[src/rtl/decoder_pkg.sv]
// rtl/decoder_pkg.sv - shared state enum and mode constants for the scanning decoder
package decoder_pkg;

    typedef enum logic [1:0] {
        IDLE = 2'd0,
        HOLD = 2'd1,
        SCAN = 2'd2
    } state_t;

    localparam logic MODE_DIRECT = 1'b0;
    localparam logic MODE_SCAN   = 1'b1;

endpackage

[src/rtl/onehot_dec.sv]
// rtl/onehot_dec.sv - combinational binary to one-hot decoder
module onehot_dec #(
    parameter int W = 3
) (
    input  logic [W-1:0]      code,
    output logic [2**W-1:0]   onehot
);

    always_comb begin
        onehot       = '0;
        onehot[code] = 1'b1;
    end

endmodule

[src/rtl/decoder_scan.sv]
// rtl/decoder_scan.sv - registered one-hot decoder with direct and auto-scan modes
module decoder_scan
    import decoder_pkg::*;
#(
    parameter int W       = 3,
    parameter int DWELL_W = 8
) (
    input  logic               clk,
    input  logic               rst_n,
    input  logic               en,
    input  logic               mode,
    input  logic               in_valid,
    output logic               in_ready,
    input  logic [W-1:0]       w,
    input  logic [DWELL_W-1:0] dwell,
    output logic [2**W-1:0]    out,
    output logic               out_valid,
    output logic               busy,
    output logic               done
);

    state_t               state, state_n;
    logic [W-1:0]         code, code_n;
    logic [W-1:0]         start, start_n;
    logic [W-1:0]         code_inc;
    logic [W-1:0]         dec_sel;
    logic [DWELL_W-1:0]   cnt, cnt_n;
    logic [DWELL_W-1:0]   dwell_q, dwell_n;
    logic [2**W-1:0]      dec, out_n;
    logic                 done_n;
    logic                 accept;

    assign in_ready  = rst_n && en && (state != SCAN);
    assign accept    = in_valid && in_ready;
    assign code_inc  = W'(code + 1'b1);
    assign out_valid = |out;
    assign busy      = (state == SCAN);

    onehot_dec #(.W(W)) u_dec (
        .code   (dec_sel),
        .onehot (dec)
    );

    always_comb begin
        state_n = state;
        code_n  = code;
        start_n = start;
        cnt_n   = cnt;
        dwell_n = dwell_q;
        dec_sel = code;
        out_n   = out;
        done_n  = 1'b0;
        if (!en) begin
            state_n = IDLE;
            cnt_n   = '0;
            out_n   = '0;
        end else begin
            case (state)
                IDLE, HOLD: begin
                    if (accept) begin
                        code_n  = w;
                        dec_sel = w;
                        out_n   = dec;
                        if (mode == MODE_SCAN) begin
                            state_n = SCAN;
                            start_n = w;
                            dwell_n = dwell;
                            cnt_n   = '0;
                        end else begin
                            state_n = HOLD;
                        end
                    end
                end
                SCAN: begin
                    if (cnt == dwell_q) begin
                        cnt_n = '0;
                        // the scan has covered every code once it would wrap back to its start
                        if (code_inc == start) begin
                            state_n = IDLE;
                            out_n   = '0;
                            done_n  = 1'b1;
                        end else begin
                            code_n  = code_inc;
                            dec_sel = code_inc;
                            out_n   = dec;
                        end
                    end else begin
                        cnt_n = DWELL_W'(cnt + 1'b1);
                    end
                end
                default: begin
                    state_n = IDLE;
                    out_n   = '0;
                end
            endcase
        end
    end

    always_ff @(posedge clk) begin
        if (!rst_n) begin
            state   <= IDLE;
            code    <= '0;
            start   <= '0;
            cnt     <= '0;
            dwell_q <= '0;
            out     <= '0;
            done    <= 1'b0;
        end else begin
            state   <= state_n;
            code    <= code_n;
            start   <= start_n;
            cnt     <= cnt_n;
            dwell_q <= dwell_n;
            out     <= out_n;
            done    <= done_n;
        end
    end

endmodule

[config.mk]
export PLATFORM = sky130hd
export DESIGN_NAME = decoder_scan
export DESIGN_NICKNAME = d
export VERILOG_FILES = /design/src/rtl/decoder_pkg.sv /design/src/rtl/onehot_dec.sv /design/src/rtl/decoder_scan.sv
export SDC_FILE = /design/constraint.sdc
export NUM_CORES = 1
export LEC_CHECK = 0
export CAP_MARGIN = 20
export CORE_MARGIN = 10
export CORE_UTILIZATION = 50
export DETAILED_ROUTE_END_ITERATION = 12
export GPL_ROUTABILITY_DRIVEN = 0
export PLACE_DENSITY = 0.76
export SLEW_MARGIN = 20
export SYNTH_ARGS = -nofsm -noshare
export SYNTH_HDL_FRONTEND = slang
export SYNTH_SLANG_ARGS = --single-unit
[constraint.sdc]
create_clock -name clk -period 4.8 [get_ports clk]
set_clock_uncertainty 0.05 [all_clocks]
set_input_delay 0.96 -clock clk [delete_from_list [all_inputs] [get_ports clk]]
set_output_delay 0.96 -clock clk [all_outputs]
set_load 0.05 [all_outputs]
## Word level (Yosys, flattened, before mapping)

Cells that the tools add are included.

- Bits in registers: 33
- Bits of input ports: 16
- Output and inout bits: 12
- Word-level logic and storage cells: 55

- Add/subtract/negate cells: 2
- $lt $le $gt $ge: 2
- Eq/ne operators: 9
- Multiplexer cells: 21
- Reductions and logical operators: 14

Operators with widths:

| cell | number |
|---|---|
| 8-bit 2-to-1 mux | 6 |
| 8-bit one-hot mux with 2 select lines | 2 |
| 3-bit 2-to-1 mux | 4 |
| 8-bit by 1-bit adder with 8-bit output (second input constant) | 1 |
| 8-bit == test | 1 |
| 2-bit 2-to-1 mux | 4 |
| 4-bit AND reduction | 2 |
| 8-bit OR reduction | 1 |
| 2-bit inequality test (second input constant) | 3 |
| 3-bit one-hot mux with 2 select lines | 1 |
| 3-bit AND reduction | 2 |
| 1-bit logical AND | 4 |
| 3-bit by 4-bit < comparator with 1-bit output (second input constant) | 1 |
| 2-bit by 1-bit inequality test with 1-bit output (second input constant) | 2 |
| 2-bit one-hot mux with 2 select lines | 1 |
| 2-bit AND reduction | 2 |
| 3-bit by 1-bit adder with 3-bit output (second input constant) | 1 |
| 1-bit demux with 3-bit select | 1 |
| 3-bit == test | 1 |
| 3-bit by 1-bit greater-or-equal comparator with 1-bit output (second input constant) | 1 |
| 2-bit by 1-bit == test with 1-bit output (second input constant) | 1 |
| 2-bit == test (second input constant) | 1 |
| 2-bit zero test | 1 |
| 1-bit 2-to-1 mux | 2 |
| 2 further kinds | 2 |

## Longest topological paths before layout

Gate-level depths: netlist of the first run.

- Word-level depth: 13
- Mapped depth: 8

## Cells and area by module

A second synthesis of the first run with hierarchy kept.

- Cells, all modules: 177
- Area total of the unflattened synthesis: 1,615.3 um^2

Modules (own cells, without submodules):

| module | times used | cells an instance | area an instance (um^2) | seq. area each (um^2) |
|---|---|---|---|---|
| decoder_scan | 1 | 169 | 1,550.2 | 660.6 |
| onehot_dec | 1 | 8 | 65.1 | 0.0 |

## Worst setup path before layout of the first run

Ideal clock, no wire load.

- Path type: input-to-output
- From: in en
- To: out in_ready
- Arrival: 1,911 ps
- Data required time: 3,790 ps
- Path slack: 1,879 ps
- Stages on the path: 3
- Cells stage by stage: buf_2 nand2_1 nor2_1

- Longest elaborated chain between the ends: 2

Ends and longest elaborated chain:

| item | line | source |
|---|---|---|
| start, declared | decoder_scan.sv:10 | `input logic en,` |
| 1-bit logical AND (2 in a row) | decoder_scan.sv:33 | `assign in_ready = rst_n && en && (state != SCAN);` |
| end, declared | decoder_scan.sv:13 | `output logic in_ready,` |

Every way passes these cells.

## Worst setup path in the final report of the first run

Same ends and word-level chain as after synthesis.

==> results of run 1 <==
-- how the worst min path moves through the flow --
stage | startpoint | to | slack, ns | cells after the start
after detailed placement | out[7] | out[7] | 0.43 | 2
final | out[7] | out[7] | 0.44 | 2
after CTS | out[7] | out[7] | 0.44 | 2
after global placement | out[7] | out[7] | 0.42 | 2
after floorplan | start[2] | start[2] | 0.41 | 2
after global routing | out[2] | out[2] | 0.46 | 2
-- state kept, by name (all words and copies together) (netlist names) --
register  cells
done          1
out           8
cnt           8
start         3
state         2
code          3
dwell_q       8
-- cell usage after synthesis (all sizes together) --
cell      n  share of area, %
nor2b     5               2.0
a21bo     1              0.59
dfxtp    33                39
o31ai     2               1.2
a2111oi   1              0.52
mux2      1              0.67
or3       1              0.37
o311a     1              0.59
and3      1              0.44
a32o      2               1.2
xnor3     1               1.3
nand4     5               1.9
a221oi    1              0.52
a21boi   11               4.9
clkbuf    4              0.89
a21oi     4               1.2
xnor2     3               1.6
a22oi     3               1.3
o2bb2ai   1              0.52
nor2     16               3.6
a31oi     1              0.37
mux2i     3               1.8
xor2     12               6.2
buf       3              0.89
nand2b    3               1.1
inv       5               1.1
and2b     1              0.52
ha        2               1.5
o21a      2              0.89
nor4      5               3.6
o21ai    18               5.3
a22o      2               1.0
and2      2              0.74
nand3     4               1.5
nand2    27               6.0
nor3      3              0.89
a41o      1              0.67
a311oi    1               1.6
-- critical path, stage by stage --
cell,delay (ns)
clkdlybuf4s50_1,0.62
nand2_1,0.22
nor2_1,0.16
clkdlybuf4s50_1,0.82
-- power groups by stage --
stage	registers (mW)	logic (mW)	clock network [mW]
after detailed placement	0.294	0.106	0
after floorplan	0.297	0.0673	0
final	0.288	0.106	0.140
after global placement	0.293	0.103	0
after global routing	0.289	0.116	0.152
after CTS	0.287	0.106	0.139
-- cell type report --
| class | count | area (um2) | area share, % |
|---|---|---|---|
| Clock inverter | 1 | 5.00 | 0.245 |
| Tap cell | 46 | 57.6 | 2.82 |
| Timing Repair Buffer | 29 | 285 | 14.0 |
| Multi-Input combinational cell | 147 | 980 | 47.9 |
| Sequential cell | 33 | 661 | 32.3 |
| Clock buffer | 5 | 37.5 | 1.84 |
| Inverter | 5 | 18.8 | 0.918 |
-- cell families after synthesis --
family / share of synthesized area (%)
DFF: 39.1
AOI/OAI and AO/OA: 22.4
adders and majority gates: 1.48
buffers and inverters: 2.89
and+or+nand+nor: 22.6
muxes: 2.44
xor gates and xnor gates: 9.11
-- layout by cell type, fill, tap and decap left out, drive strengths merged, types with 3 or more instances in the layout --
cell type      synthesis  final
nor3                   3      3
xor2                  12     12
mux2i                  3      3
clkbuf                 4      5
a22oi                  3      3
inv                    5      5
nand3                  4      4
nand2b                 3      3
nor2b                  5      5
o21ai                 18     18
a21boi                11     11
xnor2                  3      3
nand4                  5      5
nor2                  16     16
dfxtp                 33     33
nor4                   5      5
nand2                 27     27
clkdlybuf4s50          0     27
a21oi                  4      4
-- per-layer routing --
| metal | share of wire, % | track usage (%) |
|---|---|---|
| met2 | 49 | 22.3 |
| met5 | 0 | 0 |
| met1 | 46 | 16.0 |
| met4 | 1.4 | 5.02 |
| met3 | 3.6 | 3.19 |
==> metrics.md, run 1 <==
| Metric | Value |
|---|---|
| Outcome | finished, final reports clean |
| Crit path required time | 3.79 ns |
| H-tree Lvls | 2 |
| Setup ws final | 0.998 ns |
| Initial core utilization | 51.0% |
| Placed cell areas | 0.00200 mm2 |
| Worst VDD drop | 0.161 mV |
| GRT Overall Usage | 13.3% |
| Crit. Startpoint | en |
| Routed wire length | 3950 um |
| Worst-path clk slew | 0.10 ns |
| Fin crit share | 79.2% |
| Initial antenna violation count | 0 |
| Vias in the first global route | 1467 |
| Fin Setup TNS | 0 ns |
| Drt first pass iters | 5 |
| Worst Max-Slew Pin Slew | 0.520 ns |
| Internal power | 376 uW |
| DR vias/cell | 5.66 |
| Total power | 534 uW |
| Overflow after GRT | 0 |
| Sequential area share after synthesis | 39.1% |
| Post-route cell area | 0.00204 mm2 |
| DP Worst Slack | 1.04 ns |
| Inserted Clock Buffers | 5 |
| Distinct cells, synth | 44 |
| RSZ-0062 raised after global routing | false |
| Psw | 157 uW |
| Average cell area after synthesis | 8.80 um2 |
| Ant diodes | 0 |
| Worst min path class | flip-flop to flip-flop |
| Crit Path Category | input pin to primary output |
| Power per cell area | 261 mW/mm2 |
| Synthesized instance count | 192 |
| Fmax | 0.263 GHz |
| Die width | 78.1 um |
| Clk network pwr share | 26.2% |
| Core Util, Final | 61.8% |
| Min Tclk post-route | 3.80 ns |
| First-pass GRT wire length | 6800 um |
| Sequential share of power | 53.9% |
| Worst Setup Start Kind | input pin |
| DRC viols | 0 |
| Worst R2R Path Depth | 7 |
| Net count, final | 239 |
| CTS Buffer Depth | 2 |
| Finished Layout Cells | 266 |
| Antenna viol nets, final | 0 |
| Max-capacitance violation count | 0 |
| Comb pwr share | 19.9% |
| Post-CTS Resized | 0 |
| Max FO, Critical Path | 9 |
| CP Capture Point | in_ready |
| Slew headroom | 65.3% |
| Worst R2R End | out[3] |
| Layout cell share with drive strength beyond 1 | 9.09% |
| Port bufs | 27 |
| Row Count | 21 |
| Leak Pwr | 0.781 nW |
| FF+latch count, synth | 33 |
| Sink Count | 33 |
| Hold Vio Cnt, Final | 0 |
| Die H | 78.1 um |
| TritonCTS clock tree | yes |
| Hold-fix buffers, CTS | 0 |
| Sw frac | 29.4% |
| Pin count of the biggest net entering global routing | 19 |
| DRT iter0 DRCs | 99 |
| Crit. End Element | primary output |
| Arrival time at the worst endpoint | 2.79 ns |
| Clock root buffer master | clkbuf_4 |
| # setup viols final | 0 |
| Die area | 0.00610 mm2 |
| Flop-to-flop setup slack | 2.49 ns |
| Filler cell count | 298 |
| Fin. max-slew vios | 0 |
| WL per Instance | 14.8 um |
| Io pins | 28 |
| Worst R2R Start | code[0] |
| Min Hold Slack | 0.436 ns |
| Vias | 1506 |
| Placed instance count | 260 |
| Core outline area | 0.00331 mm2 |
| Final HPWL DP | 3060 um |
| Area Growth Syn to Fin | 21.0% |
| Clock latency on the worst-skew pair | 0.32 ns |
| Net Count, Synth | 210 |
| Netlist Area Pre-Place | 0.00169 mm2 |
| Total setup buffers inserted after CTS | 0 |
| Yosys warns | 0 |
No activity file was read; power rests on OpenSTA's default activity.
==> run 2, diff against run 1 <==
CORE_UTILIZATION = 47   (was 50)
PLACE_DENSITY = 0.75   (was 0.76)
clock period = 3.1 ns   (was 4.8 ns; I/O delays follow)
==> metrics.md, run 2 (synthesis gave the netlist of run 1 again) <==
| Metric | Value |
|---|---|
| RSZ-0062 raised after global routing | false (unchanged) |
| Total power | 841 uW (was 534 uW) |
| Worst-path clk slew | 0.10 ns (about the same) |
| DRC viols | 0 (unchanged) |
| Io pins | 28 (unchanged) |
| Total setup buffers inserted after CTS | 0 (unchanged) |
| Port bufs | 27 (unchanged) |
| Pin count of the biggest net entering global routing | 15 (was 19) |
| Overflow after GRT | 0 (unchanged) |
| Drt first pass iters | 4 (was 5) |
| Worst VDD drop | 0.282 mV (was 0.161 mV) |
| GRT Overall Usage | 12.7% (was 13.3%) |
| Fin Setup TNS | 0 ns (unchanged) |
| Routed wire length | 3830 um (was 3950 um) |
| DRT iter0 DRCs | 41 (was 99) |
| Slew headroom | 65.9% (was 65.3%) |
| Ant diodes | 0 (unchanged) |
| Worst Max-Slew Pin Slew | 0.510 ns (was 0.520 ns) |
| Core outline area | 0.00342 mm2 (was 0.00331 mm2) |
| Vias | 1455 (was 1506) |
| TritonCTS clock tree | yes (unchanged) |
| Crit Path Category | flip-flop to primary output (was input pin to primary output) |
| Placed instance count | 262 (was 260) |
| Hold Vio Cnt, Final | 0 (unchanged) |
| Worst Setup Start Kind | flip-flop (was input pin) |
| Clock root buffer master | clkbuf_4 (unchanged) |
| Outcome | finished, final reports clean (unchanged) |
| Die H | 80.0 um (was 78.1 um) |
| Crit path required time | 2.43 ns (was 3.79 ns) |
| Most frequent cells in the layout | dfxtp_1 (33), nand2_1 (27), clkdlybuf4s50_1 (26) (was dfxtp_1 (33), nand2_1 (27), clkdlybuf4s50_1 (27)) |
| # setup viols final | 0 (unchanged) |
| Max-capacitance violation count | 0 (unchanged) |
| Leak Pwr | 0.795 nW (was 0.781 nW) |
| Initial antenna violation count | 0 (unchanged) |
| Die area | 0.00639 mm2 (was 0.00610 mm2) |
| Placed cell areas | 0.00203 mm2 (was 0.00200 mm2) |
| Most common cell after layout, fill and taps aside | dfxtp_1 (unchanged) |
| Biggest regs | cnt: 8 flops, dwell_q: 8 flops, out: 8 flops (unchanged) |
| Power per cell area | 405 mW/mm2 (was 261 mW/mm2) |
| H-tree Lvls | 2 (unchanged) |
| First-pass GRT wire length | 6460 um (was 6800 um) |
| Post-route cell area | 0.00208 mm2 (was 0.00204 mm2) |
| Net count, final | 241 (was 239) |
| Finished Layout Cells | 270 (was 266) |
| Row Count | 21 (unchanged) |
| Max FO, Critical Path | 10 (was 9) |
| Area Growth Syn to Fin | 22.9% (was 21.0%) |
| Initial core utilization | 49.5% (was 51.0%) |
| Clock latency on the worst-skew pair | 0.34 ns (was 0.32 ns) |
| Layout cell share with drive strength beyond 1 | 9.82% (was 9.09%) |
| Core Util, Final | 60.8% (was 61.8%) |
| Crit. End Element | primary output (unchanged) |
| Worst min path class | flip-flop to flip-flop (unchanged) |
| CTS Buffer Depth | 2 (unchanged) |
| Antenna viol nets, final | 0 (unchanged) |
| Sink Count | 33 (unchanged) |
| Inserted Clock Buffers | 5 (unchanged) |
| Arrival time at the worst endpoint | 2.16 ns (was 2.79 ns) |
| Fmax | 0.354 GHz |
| Min Tclk post-route | 2.83 ns |
| Final HPWL DP | 2960 um (was 3060 um) |
| Die width | 80.0 um (was 78.1 um) |
| Vias in the first global route | 1414 (was 1467) |
| Fin crit share | 91.2% |
| Hold-fix buffers, CTS | 0 (unchanged) |
| DR vias/cell | 5.39 (was 5.66) |
| Post-CTS Resized | 0 (unchanged) |
| Fin. max-slew vios | 0 (unchanged) |
| WL per Instance | 14.2 um (was 14.8 um) |
[run 2: cell types whose count changed in the layout (fill, tap and decap cells not counted)]
cell	change
buf_4	+2
buf_12	+1
clkdlybuf4s50_1	-1
clkinv_2	-1
clkbuf_1	+3
[run 2: report_power, final]
part,leakage [nW],switching (mW),internal (mW)
sequential,0.267,0.0115,0.434
clock,0.0265,0.139,0.0903
combinational,0.502,0.0926,0.0733
[run 2: cell type report]
cell class | instances | area [um2]
Fill cell | 308 | 1340
Timing Repair Buffer | 31 | 310
Clock buffer | 8 | 48.8
Multi-Input combinational cell | 147 | 980
Inverter | 5 | 18.8
Sequential cell | 33 | 661
Tap cell | 46 | 57.6
[run 2: metrics by stage]
step           hold WS (ns)  worst slack [ns]
6_report              0.439             0.273
3_3_place_gp          0.425             0.420
3_5_place_dp          0.431             0.348
2_1_floorplan         0.408             0.846
4_1_cts               0.444             0.291
5_1_grt               0.456             0.162
[run 2: worst paths after layout]
check | depth (start not counted) | slack, ns | start | to
worst max-delay path | 3 | 0.27 | state[1] | busy
worst min-delay path | 2 | 0.44 | out[3] | out[3]
worst max register to register | 7 | 0.77 | code[0] | out[4]
worst min register to register | 2 | 0.44 | out[3] | out[3]
[run 2: metal layers]
| metal | share of wire, % | wire length (um) | up-vias | global-route usage [%] |
|---|---|---|---|---|
| met1 | 47 | 1810 | 683 | 15.0 |
| met5 | 0 | 0 | - | 0 |
| li1 | - | - | 747 | - |
| met2 | 48 | 1840 | 19 | 20.5 |
| met3 | 3.1 | 118 | 6 | 3.83 |
| met4 | 1.5 | 57 | 0 | 5.81 |
[run 2: worst max-delay path, stage by stage (launching register included)]
cell and delay, ns:
dfxtp_1 0.54, nand2b_1 0.23, inv_1 0.21, clkdlybuf4s50_1 0.84
==> RTL edit: new RTL, flow settings as in run 2 <==
Register the input `mode` before use. The logic sees it one clock later. The other inputs are not delayed to match.
--- a/src/rtl/decoder_scan.sv
+++ b/src/rtl/decoder_scan.sv
@@ -18,6 +18,12 @@
     output logic               busy,
     output logic               done
 );
+
+    logic mode_q;
+
+    always_ff @(posedge clk) begin
+        mode_q <= mode;
+    end
 
     state_t               state, state_n;
     logic [W-1:0]         code, code_n;
@@ -61,7 +67,7 @@
                         code_n  = w;
                         dec_sel = w;
                         out_n   = dec;
-                        if (mode == MODE_SCAN) begin
+                        if (mode_q == MODE_SCAN) begin
                             state_n = SCAN;
                             start_n = w;
                             dwell_n = dwell;
Function: changed (Yosys sat finds a counterexample within 4 cycles, from zero or initial values and one cycle with rst_n low).
==> RTL edit against run 2 <==
Sequential cell count grew 1; synthesized area shrank 3.0%; cell area shrank 2.1%; power shrank 2.7%; critical path depth is the same; sequential share of layout area grew 1.7 points; setup slack gained 0.13 ns; clock power grew 11%; count of clock-buffer cells in the layout shrank 1; wire length grew 0.52%.
==> RTL edit: results <==
group,metric,value,unit
layout,drive_gt1_share,11.2,%
layout,largest_registers,"cnt (8), dwell_q (8), out (8)",
clock_tree,cts.path.max_buffers,2,
worst_setup_path,reg2reg_slack,0.85,ns
yosys,synth_common_cells,"dfxtp_1, nand2_1, nand3_1, a21boi_0, xnor2_1",
yosys,synth_cell_types,47,
placed_design,post-place-ws,0.401,ns
sta,min_period_over_period,87.1,%
yosys,ys_async_sr_fraction,0,%
worst_setup_path,arrival,2.03,ns
yosys,yosysSeqAreaShare,41.5,%
yosys,synthTopCellsByArea,"dfxtp_1, nand2_1, a21boi_0, xnor2_1, nand3_1",
drt,drtIter0Drc,109,
power,power.leakage,0.698,nW
yosys,synthAdderAreaFrac,1.53,%
placed_design,place_area,1970,um^2
drt,wl,3850,um
global_route,grt_max_degree,16,
sta,holdWs,0.429,ns
worst_setup_path,path_max_fanout,7,
layout,nets,231,
power,max-vdd-ir-drop,0.000195,V
yosys,synthMuxAreaShare,0.611,%
yosys,syn-num-nets,200,
yosys,synth_compound_area_share,20.9,%
outcome,status,"finished clean",
global_route,grt_pass1_wl,6310,um
yosys,yosys_warnings,0,
global_route,grt_pass1_vias,1371,
global_route,grt_usage,12.4,%
yosys,synth_xor_area_share,8.85,%
sta,max_slew.worst_pin.slew,0.641,ns
placed_design,hpwl,3020,um
drt,via_per_inst,5.56,
[RTL edit: cell types whose count changed in the layout (fill, tap and decap cells not counted), sizes merged, moves of 5 or more]
cell | before | now
o31ai | 2 | 9
xor2 | 12 | 5
xnor2 | 3 | 9
nor2 | 16 | 9
nand3 | 4 | 17
nor2b | 5 | 0
o21ai | 18 | 8
[RTL edit: worst paths after layout]
path                    startpoint                  end  depth (start not counted)
max          state[1]$_SDFFE_PP0P_                 busy                          3
min            out[5]$_SDFFE_PP0P_  out[5]$_SDFFE_PP0P_                          2
max reg2reg     code[0]$_SDFF_PN0_  out[2]$_SDFFE_PP0P_                          6
min reg2reg    out[5]$_SDFFE_PP0P_  out[5]$_SDFFE_PP0P_                          2
[RTL edit: report_power, final]
part / internal [mW] / switching, mW / total [mW]
Clock: 0.110 / 0.146 / 0.256
Combinational: 0.0493 / 0.0610 / 0.110
Sequential: 0.444 / 0.00850 / 0.453
[RTL edit: kinds of logic after synthesis]
family / Yosys count
muxes: 1
buffers and inverters: 8
DFF: 34
xor gates and xnor gates: 15
and+or+nand+nor: 78
AOI/OAI and AO/OA: 44
adders and majority gates: 2
[RTL edit: per-stage QoR]
stage,instances,power [mW]
global route,260,0.854
finish,260,0.818
CTS,260,0.826
global placement,252,0.570
floorplan,182,0.528
detailed placement,252,0.573
[RTL edit: final cells by class]
| class | count | area, um^2 |
|---|---|---|
| timing repair buffer | 29 | 295 |
| tap | 46 | 57.6 |
| clock inverter | 1 | 5.00 |
| fill | 313 | 1330 |
| clock buffer | 7 | 55.1 |
| inverter | 3 | 11.3 |
| multi-input combinational | 140 | 927 |
| sequential | 34 | 681 |
[RTL edit: layer usage]
layer  vias to the layer above  wire [um]  global-route usage (%)
met5                         -          0                       0
met4                         0         41                    3.23
met3                         7        229                    5.29
met2                        38       1840                    21.2
met1                       678       1740                    13.8
li1                        723          -                       -
[RTL edit: worst reg2reg max path, stage by stage (launching register included)]
cell      delay, ns
dfxtp_1        0.36
ha_1           0.34
xnor2_1        0.28
a311oi_1       0.15
o311ai_0       0.40
nand3b_1       0.30
o31ai_1        0.29
